===== config.mk =====
export PLATFORM = sky130hd
export DESIGN_NAME = out_drain_ctrl_flat
export DESIGN_NICKNAME = d
export VERILOG_FILES = /design/src/rtl/out_drain_ctrl_if.sv /design/src/rtl/out_drain_ctrl.sv /design/src/flat_wrapper.sv
export SDC_FILE = /design/constraint.sdc
export NUM_CORES = 1
export LEC_CHECK = 0
export CORE_ASPECT_RATIO = 1.5
export CORE_MARGIN = 1
export CORE_UTILIZATION = 40
export CTS_CLUSTER_SIZE = 16
export DETAILED_ROUTE_END_ITERATION = 8
export PLACE_DENSITY = 0.67
export SYNTH_ARGS = -nofsm -noshare
export SYNTH_HDL_FRONTEND = slang
export SYNTH_SLANG_ARGS = --single-unit
export TNS_END_PERCENT = 1

===== constraint.sdc =====
create_clock -name clk -period 4.9 [get_ports clk]
set_input_delay 0.735 -clock clk [delete_from_list [all_inputs] [get_ports clk]]
set_output_delay 0.735 -clock clk [all_outputs]
set_load 0.02 [all_outputs]

===== src/rtl/out_drain_ctrl_if.sv =====
// -----------------------------------------------------------------------------
// out_drain_ctrl_if
// Bundles the drain request and output-memory write signals of out_drain_ctrl.
//
// Signals:
//   start      request to drain one result tile
//   base_addr  output-memory row address for result row 0
//   num_rows   rows per tile (only with OUT_DRAIN_ROWCOUNT_EN defined)
//   wr_en      per-bank write enable, bit c drives bank c
//   wr_addr    per-bank write address, bits [8c+7:8c] belong to bank c
//   busy       high while a drain is in progress
//   done       single-cycle completion pulse
//
// Modports:
//   master  requester side (drives start/base_addr/num_rows)
//   slave   drain controller side
//
// Optional feature macro: OUT_DRAIN_ROWCOUNT_EN (adds num_rows).
// -----------------------------------------------------------------------------
interface out_drain_ctrl_if #(
    parameter int WIDTH_HEIGHT = 16
);
    logic                      start;
    logic [7:0]                base_addr;
`ifdef OUT_DRAIN_ROWCOUNT_EN
    logic [7:0]                num_rows;
`endif
    logic [WIDTH_HEIGHT-1:0]   wr_en;
    logic [WIDTH_HEIGHT*8-1:0] wr_addr;
    logic                      busy;
    logic                      done;

`ifdef OUT_DRAIN_ROWCOUNT_EN
    modport master (
        output start, base_addr, num_rows,
        input  wr_en, wr_addr, busy, done
    );
    modport slave (
        input  start, base_addr, num_rows,
        output wr_en, wr_addr, busy, done
    );
`else
    modport master (
        output start, base_addr,
        input  wr_en, wr_addr, busy, done
    );
    modport slave (
        input  start, base_addr,
        output wr_en, wr_addr, busy, done
    );
`endif
endinterface


===== src/rtl/out_drain_ctrl.sv =====
// -----------------------------------------------------------------------------
// out_drain_ctrl
// Drains one result tile from an N x N systolic array into N output-memory
// banks. Results leave the array skewed by one cycle per column, so bank c
// writes rows 0..R-1 starting c cycles after bank 0.
//
// Parameters:
//   WIDTH_HEIGHT  array dimension N (columns = rows = banks)
//   LATENCY       cycles from accepted start to the first valid result (1..255)
//
// Ports:
//   clk    rising-edge clock
//   reset  synchronous, active-low reset
//   bus    out_drain_ctrl_if.slave: start, base_addr, [num_rows],
//          wr_en, wr_addr, busy, done
//
// Optional feature macro: OUT_DRAIN_ROWCOUNT_EN
//   Adds num_rows (latched with start). R = num_rows for 1..N, otherwise N.
//   Without the macro R = N.
//
// All outputs are registered; they are loaded from the next-state values so
// the first write lands exactly LATENCY cycles after the accepted start.
// -----------------------------------------------------------------------------
module out_drain_ctrl #(
    parameter int WIDTH_HEIGHT = 16,
    parameter int LATENCY      = 16
) (
    input  logic             clk,
    input  logic             reset,
    out_drain_ctrl_if.slave  bus
);

    // Counter must cover both the WAIT phase (up to 253) and k up to 2N-2.
    localparam int K_W   = $clog2(2 * WIDTH_HEIGHT);
    localparam int CNT_W = (K_W > 8) ? K_W : 8;

    typedef enum logic [1:0] {
        ST_IDLE  = 2'd0,
        ST_WAIT  = 2'd1,
        ST_DRAIN = 2'd2,
        ST_DONE  = 2'd3
    } state_t;

    state_t                    state_r;
    state_t                    state_nxt_s;
    logic [CNT_W-1:0]          cnt_r;
    logic [CNT_W-1:0]          cnt_nxt_s;
    logic [7:0]                base_r;
    logic [7:0]                base_nxt_s;
    logic                      accept_s;
    logic [CNT_W-1:0]          rows_s;
    logic [CNT_W-1:0]          rows_nxt_s;
    logic                      wait_last_s;
    logic                      drain_last_s;
    logic [WIDTH_HEIGHT-1:0]   wr_en_r;
    logic [WIDTH_HEIGHT-1:0]   wr_en_nxt_s;
    logic [WIDTH_HEIGHT*8-1:0] wr_addr_r;
    logic [WIDTH_HEIGHT*8-1:0] wr_addr_nxt_s;
    logic                      busy_r;
    logic                      done_r;

    // Bank c is enabled at drain count k iff c <= k < c + rows.
    function automatic logic bank_active(input logic [CNT_W-1:0] k,
                                         input int               c,
                                         input logic [CNT_W-1:0] rows);
        int k_i;
        k_i = int'(k);
        return (k_i >= c) && (k_i < (c + int'(rows)));
    endfunction

    // Row r = k - c lands at base + r, wrapping modulo 256.
    function automatic logic [7:0] bank_addr(input logic [7:0]       base,
                                             input logic [CNT_W-1:0] k,
                                             input int               c);
        int r_i;
        r_i = int'(k) - c;
        return base + r_i[7:0];
    endfunction

`ifdef OUT_DRAIN_ROWCOUNT_EN
    logic [CNT_W-1:0] rows_r;
    logic [CNT_W-1:0] rows_req_s;

    // Clamp the requested row count: 0 or anything above N means a full tile.
    always_comb begin
        rows_req_s = CNT_W'(WIDTH_HEIGHT);
        if ((bus.num_rows == 8'd0) || (int'(bus.num_rows) > WIDTH_HEIGHT)) begin
            rows_req_s = CNT_W'(WIDTH_HEIGHT);
        end else begin
            rows_req_s = CNT_W'(bus.num_rows);
        end
    end

    // Row count is captured together with the base address on an accepted start.
    always_comb begin
        rows_s     = rows_r;
        rows_nxt_s = rows_r;
        if (accept_s) begin
            rows_nxt_s = rows_req_s;
        end else begin
            rows_nxt_s = rows_r;
        end
    end

    // Row-count register.
    always_ff @(posedge clk) begin
        if (!reset) begin
            rows_r <= {CNT_W{1'b0}};
        end else begin
            rows_r <= rows_nxt_s;
        end
    end
`else
    // Fixed full-tile row count.
    always_comb begin
        rows_s     = CNT_W'(WIDTH_HEIGHT);
        rows_nxt_s = CNT_W'(WIDTH_HEIGHT);
    end
`endif

    // Terminal counts for the WAIT and DRAIN phases.
    always_comb begin
        wait_last_s  = (cnt_r == CNT_W'(LATENCY - 2));
        drain_last_s = (cnt_r == (CNT_W'(WIDTH_HEIGHT) + rows_s - CNT_W'(2'd2)));
    end

    // Next-state, counter and base-address logic.
    always_comb begin
        state_nxt_s = state_r;
        cnt_nxt_s   = cnt_r;
        base_nxt_s  = base_r;
        accept_s    = 1'b0;
        case (state_r)
            ST_IDLE: begin
                if (bus.start) begin
                    accept_s   = 1'b1;
                    base_nxt_s = bus.base_addr;
                    cnt_nxt_s  = {CNT_W{1'b0}};
                    // With LATENCY of 1 there are no WAIT cycles at all.
                    if (LATENCY == 1) begin
                        state_nxt_s = ST_DRAIN;
                    end else begin
                        state_nxt_s = ST_WAIT;
                    end
                end else begin
                    state_nxt_s = ST_IDLE;
                end
            end
            ST_WAIT: begin
                if (wait_last_s) begin
                    state_nxt_s = ST_DRAIN;
                    cnt_nxt_s   = {CNT_W{1'b0}};
                end else begin
                    state_nxt_s = ST_WAIT;
                    cnt_nxt_s   = cnt_r + CNT_W'(1'b1);
                end
            end
            ST_DRAIN: begin
                if (drain_last_s) begin
                    state_nxt_s = ST_DONE;
                    cnt_nxt_s   = {CNT_W{1'b0}};
                end else begin
                    state_nxt_s = ST_DRAIN;
                    cnt_nxt_s   = cnt_r + CNT_W'(1'b1);
                end
            end
            ST_DONE: begin
                state_nxt_s = ST_IDLE;
                cnt_nxt_s   = {CNT_W{1'b0}};
            end
            default: begin
                state_nxt_s = ST_IDLE;
                cnt_nxt_s   = {CNT_W{1'b0}};
            end
        endcase
    end

    // Deskewed per-bank enables and addresses for the next cycle; idle banks hold.
    always_comb begin
        wr_en_nxt_s   = {WIDTH_HEIGHT{1'b0}};
        wr_addr_nxt_s = wr_addr_r;
        for (int c = 0; c < WIDTH_HEIGHT; c++) begin
            if ((state_nxt_s == ST_DRAIN) && bank_active(cnt_nxt_s, c, rows_nxt_s)) begin
                wr_en_nxt_s[c]          = 1'b1;
                wr_addr_nxt_s[8*c +: 8] = bank_addr(base_nxt_s, cnt_nxt_s, c);
            end else begin
                wr_en_nxt_s[c] = 1'b0;
            end
        end
    end

    // State, counters and registered outputs.
    always_ff @(posedge clk) begin
        if (!reset) begin
            state_r   <= ST_IDLE;
            cnt_r     <= {CNT_W{1'b0}};
            base_r    <= 8'd0;
            wr_en_r   <= {WIDTH_HEIGHT{1'b0}};
            wr_addr_r <= {(WIDTH_HEIGHT*8){1'b0}};
            busy_r    <= 1'b0;
            done_r    <= 1'b0;
        end else begin
            state_r   <= state_nxt_s;
            cnt_r     <= cnt_nxt_s;
            base_r    <= base_nxt_s;
            wr_en_r   <= wr_en_nxt_s;
            wr_addr_r <= wr_addr_nxt_s;
            busy_r    <= (state_nxt_s != ST_IDLE);
            done_r    <= (state_nxt_s == ST_DONE);
        end
    end

    assign bus.wr_en   = wr_en_r;
    assign bus.wr_addr = wr_addr_r;
    assign bus.busy    = busy_r;
    assign bus.done    = done_r;

endmodule

===== src/flat_wrapper.sv =====
// flat-port wrapper written by rule: the top's interface ports become plain ports
module out_drain_ctrl_flat 
#(
    parameter int WIDTH_HEIGHT = 16,
    parameter int LATENCY      = 16
)
  (clk, reset, bus_start, bus_base_addr, bus_wr_en, bus_wr_addr, bus_busy, bus_done);
  out_drain_ctrl_if #(.WIDTH_HEIGHT(WIDTH_HEIGHT)) bus_i ();
  input  logic clk;
  input  logic reset;
  input wire logic [$bits(bus_i.start)-1:0] bus_start;
  input wire logic [$bits(bus_i.base_addr)-1:0] bus_base_addr;
  output wire logic [$bits(bus_i.wr_en)-1:0] bus_wr_en;
  output wire logic [$bits(bus_i.wr_addr)-1:0] bus_wr_addr;
  output wire logic [$bits(bus_i.busy)-1:0] bus_busy;
  output wire logic [$bits(bus_i.done)-1:0] bus_done;
  assign bus_i.start = bus_start;
  assign bus_i.base_addr = bus_base_addr;
  assign bus_wr_en = bus_i.wr_en;
  assign bus_wr_addr = bus_i.wr_addr;
  assign bus_busy = bus_i.busy;
  assign bus_done = bus_i.done;
  out_drain_ctrl #(.WIDTH_HEIGHT(WIDTH_HEIGHT), .LATENCY(LATENCY)) u_core (.clk(clk), .reset(reset), .bus(bus_i));
endmodule

### Yosys cells after proc, flatten, opt, wreduce, memory -nomap -nowiden

Index checks and enable logic that the tools add are counted.
W data, S select, Z words.

| storage, ports and cells | value |
|---|---|
| latch bits | 0 |
| output and inout bits | 146 |
| bits of input ports | 11 |
| bits in registers | 164 |
| RAM bits | 0 |
| memories kept | 0 |
| word-level logic and storage cells | 151 |
| memory bits (read-only) | 0 |

| cells by class | value |
|---|---|
| bitwise logic cells | 0 |
| reduce and logical (&&, ||, !) cells | 33 |
| $mul | 0 |
| shift operators | 0 |
| $lt $le $gt $ge | 31 |
| mux-type cells | 26 |
| eq/ne operators | 7 |
| add/subtract/negate cells | 32 |
| div/mod/pow operators | 0 |

Operators with widths:

| kind | number |
|---|---|
| $add A8 B8 Y8 | 16 |
| $lt A8 B5 Y1 const B | 16 |
| $ge A8 B4 Y1 const B | 8 |
| $sub A8 B4 Y8 const B | 8 |
| $mux W8 | 5 |
| $ge A8 B3 Y1 const B | 4 |
| $pmux W8 S4 | 1 |
| $sub A8 B3 Y8 const B | 4 |
| $logic_and A1 B1 Y1 | 31 |
| $mux W1 | 18 |
| $ge A8 B2 Y1 const B | 2 |
| $sub A8 B2 Y8 const B | 2 |
| $add A8 B1 Y8 const B | 1 |
| $eq A2 B2 Y1 const B | 4 |
| $eq A8 B4 Y1 const B | 1 |
| $eq A8 B5 Y1 const B | 1 |
| $ge A8 B1 Y1 const B | 1 |
| $pmux W2 S4 | 1 |
| $sub A8 B1 Y8 const B | 1 |
| $eq A2 B1 Y1 const B | 1 |
| $logic_not A2 Y1 | 1 |
| $mux W2 | 1 |
| $reduce_bool A2 Y1 | 1 |

### Depth between registers and ports, before layout

| logic depth | value |
|---|---|
| depth in word-level cells | 7 |
| gate-level depth with buffers | 21 |
| mapped depth without buffers | 17 |

### Worst setup path after synthesis

Ideal clock, no wire load.

| timing | value |
|---|---|
| path kind | register to register |
| start | register u_core.cnt_r[0] |
| end | register u_core.wr_addr_r[111] (netlist: u_core.bus.wr_addr[111]) |
| path buffers | 3 |
| required time | 4.775 ns |
| cell stages (with the launch flop) | 20 |
| arrival | 3.998 ns |
| path slack | 0.776 ns |
| cells stage by stage | dfxtp_1 clkbuf_1 inv_1 ha_1 or4b_4 nor2_1 o311ai_0 and2_1 buf_2 inv_2 ha_1 ha_1 clkbuf_1 a21o_1 a21oi_1 nor2_1 nor2_1 o21ai_0 xor2_1 o2bb2ai_1 |

| on the way | value |
|---|---|
| word-level cells in the longest chain between the ends | 6 |

RTL lines:

| element | RTL line | source |
|---|---|---|
| from (decl) | out_drain_ctrl.sv:46 | `logic [CNT_W-1:0] cnt_r;` |
| from (signal assigned) | out_drain_ctrl.sv:196 | `cnt_r <= {CNT_W{1'b0}};` |
| from (signal assigned) | out_drain_ctrl.sv:204 | `cnt_r <= cnt_nxt_s;` |
| $add A8 B1 Y8, or another cell as far along | out_drain_ctrl.sv:155, out_drain_ctrl.sv:164 |  |
| $mux W8, on equally long branches | out_drain_ctrl.sv:159, out_drain_ctrl.sv:150 |  |
| $pmux W8 S4 (*) | out_drain_ctrl.sv:133 | `case (state_r)` |
| net u_core.cnt_nxt_s[2] | out_drain_ctrl.sv:47 | `logic [CNT_W-1:0] cnt_nxt_s;` |
| branches (longest 3 deep; another with $sub A8 B4 Y8) | n/a |  |
| to (signal assigned) | out_drain_ctrl.sv:199 | `wr_addr_r <= {(WIDTH_HEIGHT*8){1'b0}};` |
| to (signal assigned) | out_drain_ctrl.sv:207 | `wr_addr_r <= wr_addr_nxt_s;` |
| to (decl) | out_drain_ctrl.sv:57 | `logic [WIDTH_HEIGHT*8-1:0] wr_addr_r;` |

Mark *: on every way through the listed nets, which the timed path passes.
A chain may end at the register's enable or synchronous reset.

### Worst setup path in the final report

| timing | value |
|---|---|
| start | register u_core.state_r[0] |
| end | register u_core.wr_addr_r[127] (netlist: u_core.bus.wr_addr[127]) |

| on the way | value |
|---|---|
| word-level cells in the longest chain between the ends | 5 |

RTL lines:

| element | RTL line | source |
|---|---|---|
| from (decl) | out_drain_ctrl.sv:44 | `state_t state_r;` |
| from (signal assigned) | out_drain_ctrl.sv:203 | `state_r <= state_nxt_s;` |
| branches (longest 5 deep; another with $sub A8 B4 Y8) | n/a |  |

Several ways; the timed one is not identified.

==> flow_summary.yaml <==
cts:
  insertion_delay_ns: 0.43
  cts_made_buffers: 17
  cts_max_level: 4
  ctsResizeCount: 0
  cts.clk_slew.worst_paths_ns: 0.07
  clk_path_buf_depth: 2
  root_buffer: "clkbuf_16"
  cts.sinks: 164
  ctsHoldBuffers: 0
  cts_tree: "built"
  cts_setup_buffers: 0
floorplan:
  die_y_um: 182
  die-area_um2: 22200
  io-pin-count: 157
  start_util_pct: 41.0
  rows: 65
  die-width_um: 122
  coreArea_um2: 21100
detailed_routing:
  drc: 0
  viasPerCell: 5.34
  first_pass_iters: 5
  antenna_left: 0
  wl_per_cell_um: 19.5
  via_count: 7547
  drt-initial-drc-count: 507
  wl_um: 27600
sta:
  tns_ns: 0
  worst_slew_pin_slew_ns: 1.13
  period_minus_slack_ns: 4.21
  finalCritPeriodShare_pct: 86.0
  worst_slack_ns: 0.688
  max_freq_ghz: 0.237
  hold_ws_ns: 0.464
  rsz0062_at_grt: "false"
  slew_headroom_pct: 24.2
  maxSlewViolCount: 0
  hold_viol: 0
  setup_viol: 0
  clock_skew_ns: 0.00840
place:
  portBuffers: 156
  hpwl_um: 20900
  gp_congestion: 0.966
  preCtsSetupSlack_ns: 0.537
pwr:
  power_w: 0.00336
  ir_worst_vdd_uv: 206
  power_density_nw_per_um2: 299
  p_leak_nw: 4.63
synth:
  ys.flop_type: "dfxtp_1"
  synth-seq-area-share_pct: 38.0
  synth_enable_flop_cells: 0
  yosys-top-cells-count: "dfxtp_1, nor2_1, mux2i_1"
  postSynthCellCount: 967
  synth_area_um2: 8630
  ys_types: 69
  synth_area_leaders: "dfxtp_1, mux2i_1, nor2_1"
  synth_compound_area_share_pct: 14.6
  syn_avg_cell_area_um2: 8.93
  yosys.area.top_type: "dfxtp_1"
  yosys.area_share.simple_pct: 14.4
  synthAdderAreaFrac_pct: 6.14
  synthMuxAreaShare_pct: 12.4
  synth_top_family_by_area: "compound AO/OA/AOI/OAI gates"
  synth_xor_area_share_pct: 9.54
  synth_nets: 1018
  ys.warnings.count: 0
  ys_ff_latch: 164
  synthArstFlopShare_pct: 0
  synth_top_area_share_pct: 38.0
worst_setup_path:
  required_ns: 5.26
  cp-end-kind: "flip-flop"
  regToRegSetupSlack_ns: 0.69
  cpMaxStageDelayCell: "o311ai_0"
  path_buf_inv: 3
  critical-path-max-stage-delay_ns: 0.81
  r2r_end: "u_core.bus.wr_addr[127]"
  worstRegToRegCells: 13
  arrival_ns: 4.57
  cp_max_fo: 15
  critPathTopFamily: "compound AO/OA/AOI/OAI gates"
  cp_cell_sequence: "nand2b_1 > o311ai_0 > and2_1 > inv_2 > buf_4 > fa_1 > inv_1 > a21o_1 > a21o_1 > a21o_1 > a31oi_1 > xnor2_1 > o2bb2ai_1"
  cp-start-kind: "flip-flop"
  critical_path_class: "flip-flop to flip-flop"
  crit_top_cell: "a21o_1"
  rr_startpoint: "u_core.state_r[0]"
job:
  drv_cap: 0
finish:
  regArea_um2: 3280
  multi_input_area_um2: 4930
  area_delta_synth_final_pct: 30.1
  diodes: 0
  fill_cells: 1952
  drive_gt1_share_pct: 9.53
  layout.nets: 1182
  final_util_pct: 53.3
grt:
  antenna_found_initial: 0
  grt-ovfl-total: 0
  first_global_vias: 7316
  grt_pass1_wl_um: 42000
  grtUsageTotal_pct: 25.4
  grt_max_degree: 73
worst_hold_path:
  hold_path_class: "flip-flop to flip-flop"
  min_from: "u_core.bus.wr_addr[82]"
  min_to: "u_core.bus.wr_addr[82]"
  min_delay_path_depth: 2
outcome:
  status: "complete, no violations"
[metrics by stage]
| stage | instances | instance area, µm² |
|---|---|---|
| 6_report | 1412 | 11200 |
| 5_1_grt | 1412 | 11200 |
| 4_1_cts | 1412 | 11200 |
| 3_5_place_dp | 1380 | 10700 |
| 3_3_place_gp | 1380 | 10700 |
| 2_1_floorplan | 967 | 8630 |
[routing by layer]
| layer | vias to the layer above | wire [µm] | GRT usage [%] | part of all wire, % |
|---|---|---|---|---|
| met4 | 0 | 1650 | 16.3 | 6.0 |
| met2 | 226 | 14200 | 43.9 | 52 |
| met3 | 73 | 1060 | 3.52 | 3.8 |
| met1 | 3604 | 10700 | 28.7 | 39 |
| met5 | - | 0 | 0 | 0 |
| li1 | 3644 | - | - | - |
[placed cells by master (no fill, tap or decap), types with 7 or more instances in the layout]
master	instances
nor2_1	164
dfxtp_1	164
clkdlybuf4s50_1	156
mux2i_1	107
a21oi_1	66
xnor2_1	60
buf_4	46
o21ai_0	41
inv_1	39
ha_1	36
xor2_1	33
nand2_1	30
clkbuf_16	17
nand3_1	16
a21o_1	16
a211oi_1	14
and2_1	11
nand4_1	7
[cell type report]
cell class                      instances  share of cell area (%)
Multi-Input combinational cell        702                    43.9
Clock inverter                         13                    1.09
Timing Repair Buffer                  204                    17.3
Tap cell                              268                    2.99
Clock buffer                           19                    4.03
Inverter                               42                    1.44
Sequential cell                       164                    29.2
[worst max-delay path by stage]
stage                            from                 endpoint  slack [ns]  cells past startpoint
floorplan             u_core.cnt_r[0]  u_core.bus.wr_addr[111]        0.78                     19
global placement            bus_start  u_core.bus.wr_addr[127]        0.58                     14
detailed placement          bus_start  u_core.bus.wr_addr[127]        0.54                     14
CTS                 u_core.state_r[0]  u_core.bus.wr_addr[127]        0.75                     13
global route        u_core.state_r[0]  u_core.bus.wr_addr[127]        0.48                     13
finish              u_core.state_r[0]  u_core.bus.wr_addr[127]        0.69                     13
[power by group]
group	total [W]	switching, W	internal, W
registers	0.00134	0.00000429	0.00134
clock network	0.00131	0.000579	0.000733
logic	0.000703	0.000438	0.000265
total	0.00336	0.00102	0.00234
[worst reg2reg max path: stages (launching register included)]
cell	delay [ns]
dfxtp_1	0.66
nand2b_1	0.29
o311ai_0	0.81
and2_1	0.28
inv_2	0.05
buf_4	0.16
fa_1	0.66
inv_1	0.11
a21o_1	0.20
a21o_1	0.24
a21o_1	0.22
a31oi_1	0.21
xnor2_1	0.14
o2bb2ai_1	0.12
[registers in the layout (all words and copies together), names as in the netlist]
name,flops
u_core.state_r,2
u_core.base_r,8
u_core.bus.busy,1
u_core.bus.done,1
u_core.bus.wr_addr,128
u_core.bus.wr_en,16
u_core.cnt_r,8
[kinds of logic after synthesis]
logic type      Yosys count
mux                     107
compound gates          192
buf+inv                 101
xor+xnor                 94
simple gates            269
flops                   164
fa+ha+maj                40
No activity file was read; power rests on OpenSTA's default activity.
